===== src/rtl/vga_pkg.sv =====
// Shared 640x480@60Hz VGA timing constants, counter width and sync payload type.
// Reused by the maze renderer for coordinate widths.
package vga_pkg;

  localparam int unsigned CNT_W = 10;

  localparam int unsigned VGA_H_ACTIVE = 640;
  localparam int unsigned VGA_H_FP     = 16;
  localparam int unsigned VGA_H_SYNC   = 96;
  localparam int unsigned VGA_H_BP     = 48;
  localparam int unsigned VGA_H_TOTAL  = VGA_H_ACTIVE + VGA_H_FP + VGA_H_SYNC + VGA_H_BP;

  localparam int unsigned VGA_V_ACTIVE = 480;
  localparam int unsigned VGA_V_FP     = 10;
  localparam int unsigned VGA_V_SYNC   = 2;
  localparam int unsigned VGA_V_BP     = 33;
  localparam int unsigned VGA_V_TOTAL  = VGA_V_ACTIVE + VGA_V_FP + VGA_V_SYNC + VGA_V_BP;

  // Raw raster controls carried through the renderer-alignment delay line.
  typedef struct packed {
    logic hs;
    logic vs;
    logic de;
  } sync_bits_t;

  localparam int unsigned SYNC_W = $bits(sync_bits_t);

endpackage


===== src/rtl/vga_timing_gen_sync_delay_line.sv =====
// Parameterised shift register with a per-bit reset value.
// Ports:
//   clk  - clock
//   rst  - asynchronous active-high reset, loads RST_VAL into every stage
//   i_d  - WIDTH-bit input sampled every edge
//   o_q  - input delayed by DEPTH clocks
module sync_delay_line #(
  parameter int unsigned       WIDTH   = 3,
  parameter int unsigned       DEPTH   = 2,
  parameter logic [WIDTH-1:0]  RST_VAL = '0
) (
  input  logic             clk,
  input  logic             rst,
  input  logic [WIDTH-1:0] i_d,
  output logic [WIDTH-1:0] o_q
);

  logic [DEPTH-1:0][WIDTH-1:0] r_stage;

  // Stage 0 captures the input; each later stage takes its predecessor.
  always_ff @(posedge clk or posedge rst) begin
    if (rst) begin
      for (int i = 0; i < int'(DEPTH); i++) begin
        r_stage[i] <= RST_VAL;
      end
    end else begin
      r_stage[0] <= i_d;
      for (int i = 1; i < int'(DEPTH); i++) begin
        r_stage[i] <= r_stage[i-1];
      end
    end
  end

  assign o_q = r_stage[DEPTH-1];

endmodule


===== src/rtl/vga_timing_gen.sv =====
// VGA raster timing generator: horizontal/vertical counters, pixel request and
// start-of-frame decode, and sync/enable delayed to match renderer latency.
// Ports:
//   clk     - pixel clock (25 MHz)
//   rst     - asynchronous active-high reset
//   pix_x   - horizontal count, undelayed
//   pix_y   - vertical count, undelayed
//   pix_req - visible-area pixel request, undelayed (combinational)
//   sof     - start-of-frame, high while (0,0) is held (combinational)
//   hs      - horizontal sync, delayed PIPE_DLY clocks
//   vs      - vertical sync, delayed PIPE_DLY clocks
//   de      - display enable, delayed PIPE_DLY clocks
module vga_timing_gen
  import vga_pkg::*;
#(
  parameter int unsigned H_ACTIVE = VGA_H_ACTIVE,
  parameter int unsigned H_FP     = VGA_H_FP,
  parameter int unsigned H_SYNC   = VGA_H_SYNC,
  parameter int unsigned H_BP     = VGA_H_BP,
  parameter int unsigned V_ACTIVE = VGA_V_ACTIVE,
  parameter int unsigned V_FP     = VGA_V_FP,
  parameter int unsigned V_SYNC   = VGA_V_SYNC,
  parameter int unsigned V_BP     = VGA_V_BP,
  parameter bit          SYNC_POL = 1'b0,
  parameter int unsigned PIPE_DLY = 2
) (
  input  logic             clk,
  input  logic             rst,
  output logic [CNT_W-1:0] pix_x,
  output logic [CNT_W-1:0] pix_y,
  output logic             pix_req,
  output logic             sof,
  output logic             hs,
  output logic             vs,
  output logic             de
);

  localparam int unsigned H_TOTAL  = H_ACTIVE + H_FP + H_SYNC + H_BP;
  localparam int unsigned V_TOTAL  = V_ACTIVE + V_FP + V_SYNC + V_BP;
  localparam int unsigned HS_FIRST = H_ACTIVE + H_FP;
  localparam int unsigned HS_LAST  = HS_FIRST + H_SYNC - 1;
  localparam int unsigned VS_FIRST = V_ACTIVE + V_FP;
  localparam int unsigned VS_LAST  = VS_FIRST + V_SYNC - 1;

  localparam logic [SYNC_W-1:0] SYNC_RST = {~SYNC_POL, ~SYNC_POL, 1'b0};

  // Configuration guards.
  if (PIPE_DLY < 1 || PIPE_DLY > 4) begin : g_bad_pipe_dly
    $error("vga_timing_gen: PIPE_DLY must be in 1..4");
  end
  if (H_TOTAL > (2 ** CNT_W) || V_TOTAL > (2 ** CNT_W)) begin : g_bad_totals
    $error("vga_timing_gen: line or frame total exceeds counter width");
  end

  logic [CNT_W-1:0] r_h_cnt;
  logic [CNT_W-1:0] r_v_cnt;
  logic             w_h_wrap;
  logic             w_v_wrap;
  sync_bits_t       w_raw;
  logic [SYNC_W-1:0] w_dly;
  sync_bits_t       w_dly_s;

  assign w_h_wrap = (r_h_cnt == CNT_W'(H_TOTAL - 1));
  assign w_v_wrap = (r_v_cnt == CNT_W'(V_TOTAL - 1));

  // Raster counters; the vertical count only moves on the end-of-line edge.
  always_ff @(posedge clk or posedge rst) begin
    if (rst) begin
      r_h_cnt <= '0;
      r_v_cnt <= '0;
    end else if (w_h_wrap) begin
      r_h_cnt <= '0;
      r_v_cnt <= w_v_wrap ? '0 : r_v_cnt + CNT_W'(1);
    end else begin
      r_h_cnt <= r_h_cnt + CNT_W'(1);
    end
  end

  assign pix_x   = r_h_cnt;
  assign pix_y   = r_v_cnt;
  assign pix_req = (r_h_cnt < CNT_W'(H_ACTIVE)) && (r_v_cnt < CNT_W'(V_ACTIVE));
  assign sof     = (r_h_cnt == '0) && (r_v_cnt == '0);

  // Undelayed sync/enable decode at the configured active level.
  always_comb begin
    w_raw.hs = ~SYNC_POL;
    w_raw.vs = ~SYNC_POL;
    w_raw.de = pix_req;
    if ((r_h_cnt >= CNT_W'(HS_FIRST)) && (r_h_cnt <= CNT_W'(HS_LAST))) begin
      w_raw.hs = SYNC_POL;
    end
    if ((r_v_cnt >= CNT_W'(VS_FIRST)) && (r_v_cnt <= CNT_W'(VS_LAST))) begin
      w_raw.vs = SYNC_POL;
    end
  end

  // Align sync/enable with the renderer's pipelined colour output.
  sync_delay_line #(
    .WIDTH   (SYNC_W),
    .DEPTH   (PIPE_DLY),
    .RST_VAL (SYNC_RST)
  ) u_sync_dly (
    .clk (clk),
    .rst (rst),
    .i_d (w_raw),
    .o_q (w_dly)
  );

  assign w_dly_s = w_dly;
  assign hs      = w_dly_s.hs;
  assign vs      = w_dly_s.vs;
  assign de      = w_dly_s.de;

endmodule


===== config.mk =====
export PLATFORM = sky130hd
export DESIGN_NAME = vga_timing_gen
export DESIGN_NICKNAME = d
export VERILOG_FILES = /design/src/rtl/vga_pkg.sv /design/src/rtl/vga_timing_gen_sync_delay_line.sv /design/src/rtl/vga_timing_gen.sv
export SDC_FILE = /design/constraint.sdc
export NUM_CORES = 1
export LEC_CHECK = 0
export CAP_MARGIN = 10
export CORE_ASPECT_RATIO = 0.75
export CORE_MARGIN = 3
export CORE_UTILIZATION = 44
export DETAILED_ROUTE_END_ITERATION = 12
export PLACE_DENSITY = 0.72
export SLEW_MARGIN = 20
export SYNTH_ARGS = -nofsm -noshare
export SYNTH_HDL_FRONTEND = slang
export SYNTH_SLANG_ARGS = --single-unit

===== constraint.sdc =====
create_clock -name clk -period 1.9 [get_ports clk]
set_clock_uncertainty 0.15 [all_clocks]
set_input_delay 0.19 -clock clk [delete_from_list [all_inputs] [get_ports clk]]
set_output_delay 0.19 -clock clk [all_outputs]
set_load 0.02 [all_outputs]

### After elaboration in Yosys (flattened, before gate mapping)

Cells that the tools add are included.

* output and inout bits: 25
* input bits: 2
* flip-flop bits (word level): 26

* order comparisons: 6
* reductions and logical operators: 6
* mux-type cells: 4
* add/subtract/negate cells: 2
* eq/ne operators: 2

Operator list (number)
* adder 10 x 1 -> 10 bit (second input constant): 2
* == test 10 bit (second input constant): 2
* logical NOT 10 bit: 2
* 2-to-1 mux 10 bit: 2
* >= comparator 10 bit (second input constant): 1
* >= comparator 10 x 9 -> 1 bit (second input constant): 1
* <= comparator 10 bit (second input constant): 1
* <= comparator 10 x 9 -> 1 bit (second input constant): 1
* < comparator 10 bit (second input constant): 1
* < comparator 10 x 9 -> 1 bit (second input constant): 1
* logical AND 1 bit: 4
* 2-to-1 mux 1 bit: 2

### Depth between registers and ports, before layout

* depth after elaboration: 3
* depth in mapped cells: 6
* gate-level depth less buffers: 6

### By module

Synthesis repeated with hierarchy kept, for this count alone.

* cells, all modules: 125
* area total of the unflattened synthesis: 1283.7 um2

By module, submodules not included
* vga_timing_gen: instances 1, area each 1102.3 um2, cells each 115
* sync_delay_line: instances 1, area each 181.4 um2, cells each 10

### Worst setup path before layout

No wires, ideal clock.

* path type: reg-to-reg
* start: reg r_h_cnt[5] (netlist: pix_x[5])
* end: reg r_v_cnt[9] (netlist: pix_y[9])
* buffers on the path: 1
* library setup time: 77 ps
* setup slack: -329 ps
* arrival: 2001 ps
* data required time: 1673 ps
* cell stages (with the launch flop): 6
* cells stage by stage: dfrtp_1 buf_6 or3_4 or3_4 or4_1 a21oi_1

* cells in the longest elaborated chain, start to end: 1

Ends and longest elaborated chain
* start: declaration: line vga_timing_gen.sv:55 `logic [CNT_W-1:0] r_h_cnt;`
* start signal: assignment: line vga_timing_gen.sv:75 `r_h_cnt <= r_h_cnt + CNT_W'(1);`
* == test 10 bit: line vga_timing_gen.sv:63 `assign w_h_wrap = (r_h_cnt == CNT_W'(H_TOTAL - 1));`
* end signal: assignment: line vga_timing_gen.sv:73 `r_v_cnt <= w_v_wrap ? '0 : r_v_cnt + CNT_W'(1);`
* end: declaration: line vga_timing_gen.sv:56 `logic [CNT_W-1:0] r_v_cnt;`

No other way between the ends.
A chain may end at the register's enable or synchronous reset.

### Worst setup path in the final report

* start: reg r_h_cnt[6] (netlist: pix_x[6])
* end: reg r_v_cnt[9] (netlist: pix_y[9])

The elaborated chain is that of the path after synthesis.

==> run metrics <==
fraction of the mapped netlist area in compound gates 7.18%; P_sw 0.183 mW; crit-path max cell delay 0.43 ns; top cells by area, synth dfrtp_1 44%, dfstp_2 8.4%, ha_1 4.0%, nand3_1 4.0%, xnor2_1 3.5%; CTS Buf Count 3; yosys warns 0; Die ar. 0.00354 sq mm; Initial Util 47.1%; kind of cell adding the most delay to the critical path simple AND/OR/NAND/NOR gates; hpwl dp 2380 microns; Clock transition at path regs 0.09 ns; RSZ-0062 raised after global routing true; fin crit share 107%; Period minus WS final 2.04 ns; status finished, violations left; Clock Path Buffers 2; stages on the worst setup path 5; first-pass GRT wire length 5390 microns; setup slack after layout -0.142 ns; CTS sink count 26; DR iter-0 viols 61; Pwr per Cell Area 470 mW/mm^2; critical path required time 1.95 ns; Post-DRT Antenna Nets 0; post-synthesis mux area share 1.69%; Worst Setup Start Kind flop; Worst path slowest cell or4_4; pin count of the biggest net entering global routing 15; die width 67.7 microns; CP endpoint pix_y[9]; fillers 184; Max-Cap Viols 0; CTS tree built; XOR/XNOR Fraction of Synth Area 6.98%; Final Hold Fails 0; total chip power 0.926 mW; crit-path most repeated cell or3_4; ratio of cells with drive above 1 in the final layout 35.7%; fmax 0.490 GHz; Mean Syn Cell Area 10.4 sq um; register area share after synthesis 52.2%; worst-margin pin slew 0.342 ns; commonest non-fill, non-tap cell in the layout buf_4; via count 1175; Crit Path Max Fanout 4; CTS root buf clkbuf_8; FF-to-FF End pix_y[9]; max-slew violations 0; Sw Ratio 19.7%; CP bufs+invs 1; Pre-antenna DRT Iters 4; synthesized flop and latch total 26; GPL Wtd Cong 0.891; hold_buf cts 0; Core Region 0.00266 sq mm; Max transition margin 77.0%; dominant cell type by area after synthesis dfrtp_1; r2r setup slk -0.14 ns; r2r startpoint pix_x[6]; vias in the first global route 1119; Reg power frac 59.7%; H-tree depth 1; largest family of logic cells by synthesized area simple AND/OR/NAND/NOR gates; Std-Cell Rows 16; Crit Path Category flop to flop; worst hold-check slack 0.0672 ns; Peak VDD IR 0.485 mV; area share of fa/ha/maj cells after synthesis 3.99%; CP arrival 2.09 ns; Die H 52.3 microns; failing checks negative setup slack; Comb pwr share 1.7%; Post-Syn Area 0.00125 sq mm; Final nets 189; most frequent cells in the layout 29 x buf_4, 24 x clkdlybuf4s50_1, 18 x dfrtp_1; ANT cells 0; Crit. End Element flop; simple-gate share of the synthesized area 24.2%; synthesis-to-finish area growth 57.1%; Via density 5.39; WL/cell 15.1 microns; # IOs 27; Static Leak 0.915 nW; Routed WL 3300 microns; DRC 0; initial antenna violation count 0; internal power 0.743 mW; area fraction of the dominant cell type after synthesis 43.9%; Skew-Pair Late Insertion Delay 0.27 ns; worst path cell trace buf_6 -> or3_4 -> or3_4 -> or4_4 -> a21oi_2; worst hold path class input pin to async pin; Post-Synthesis Cells 121; nets in the synthesized netlist 127; library cells used by synthesis 33; final setup fails 4; Setup crit start pix_x[6]; Clk pwr share 38.5%; Worst R2R Path Depth 5; total grt overflow 0; GRT Overall Usage 20.8%; Port-buffer cells 26
[stage by stage]
stage / setup TNS [ns] / cell area [sq um] / util [%] / std cells / setup WS, ns
floorplan: -0.186 / 1280 / - / 121 / -0.0987
global placement: -0.725 / 1790 / 67.1 / 209 / -0.254
detailed placement: -0.826 / 1790 / 67.1 / 209 / -0.298
CTS: -0.448 / 1880 / 70.5 / 215 / -0.103
global route: -1.06 / 1970 / 74.1 / 218 / -0.188
finish: -0.298 / 1970 / 74.1 / 218 / -0.142
[cell type report]
| cell class | instances | area (sq um) | area share (%) |
|---|---|---|---|
| Multi-Input combinational cell | 85 | 654 | 33.2 |
| Inverter | 7 | 26.3 | 1.33 |
| Timing Repair Buffer | 60 | 531 | 26.9 |
| Sequential cell | 26 | 661 | 33.5 |
| Clock buffer | 4 | 55.1 | 2.79 |
| Tap cell | 36 | 45.0 | 2.28 |
[sequential cells by signal (all words and copies together) (netlist names)]
| register | cells |
|---|---|
| pix_y | 10 |
| u_sync_dly.r_stage | 3 |
| pix_x | 10 |
| u_sync_dly.o_q | 3 |
[power groups by stage]
stage | combinational [mW] | sequential, mW | clock [mW]
2_1_floorplan | 0.00814 | 0.564 | 0
3_3_place_gp | 0.0165 | 0.564 | 0
3_5_place_dp | 0.0169 | 0.564 | 0
4_1_cts | 0.0170 | 0.553 | 0.363
5_1_grt | 0.0183 | 0.553 | 0.390
6_report | 0.0160 | 0.553 | 0.357
[worst min-delay path, cell delays in order]
cell	delay, ns
clkdlybuf4s50_1	0.39
inv_1	0.06
buf_4	0.20
[worst min-delay path by stage]
stage / to / slack (ns) / start
after floorplan: pix_x[2] / 0.08 / rst
after global placement: u_sync_dly.o_q[0] / 0.19 / u_sync_dly.r_stage[0]
after detailed placement: u_sync_dly.o_q[0] / 0.19 / u_sync_dly.r_stage[0]
after CTS: pix_x[9] / 0.07 / rst
after global routing: pix_x[9] / 0.08 / rst
final: pix_x[9] / 0.07 / rst
[synthesized netlist by cell type, drive strengths merged]
| cell | instances |
|---|---|
| dfrtp | 22 |
| nand3 | 10 |
| nor2 | 8 |
| inv | 7 |
| nand2 | 7 |
| and3 | 5 |
| nand4 | 5 |
| xnor2 | 5 |
| xor2 | 5 |
| dfstp | 4 |
| ha | 4 |
| nor3 | 4 |
| nor4 | 4 |
| a21oi | 3 |
| and2 | 3 |
| o21ai | 3 |
| or3 | 3 |
| a31oi | 2 |
| buf | 2 |
| nand2b | 2 |
| o21a | 2 |
| o31ai | 2 |
| or4 | 2 |
| a41oi | 1 |
| clkbuf | 1 |
| mux2 | 1 |
| mux2i | 1 |
| nor2b | 1 |
| nor4b | 1 |
| o22a | 1 |
[timing repair]
| action | in CTS | in global routing |
|---|---|---|
| resized for setup | 18 | 16 |
| setup buffers | 2 | 3 |
| pin swaps | 0 | 9 |
| setup endpoints to repair | 5 | 13 |
[cell families after synthesis]
family                     count (synthesis)
buffers and inverters                     10
adders and majority gates                  4
AOI/OAI and AO/OA                         14
muxes                                      2
and+or+nand+nor                           55
DFF                                       26
xor gates and xnor gates                  10
[per-layer routing]
| layer | GRT usage, % | share of wire, % | vias to the layer above |
|---|---|---|---|
| met3 | 6.44 | 6.5 | 4 |
| met5 | 0 | 0 | - |
| li1 | - | - | 547 |
| met1 | 29.3 | 46 | 590 |
| met4 | 7.41 | 0.88 | 0 |
| met2 | 30.0 | 47 | 34 |
Power figures use the tool's default switching activity.
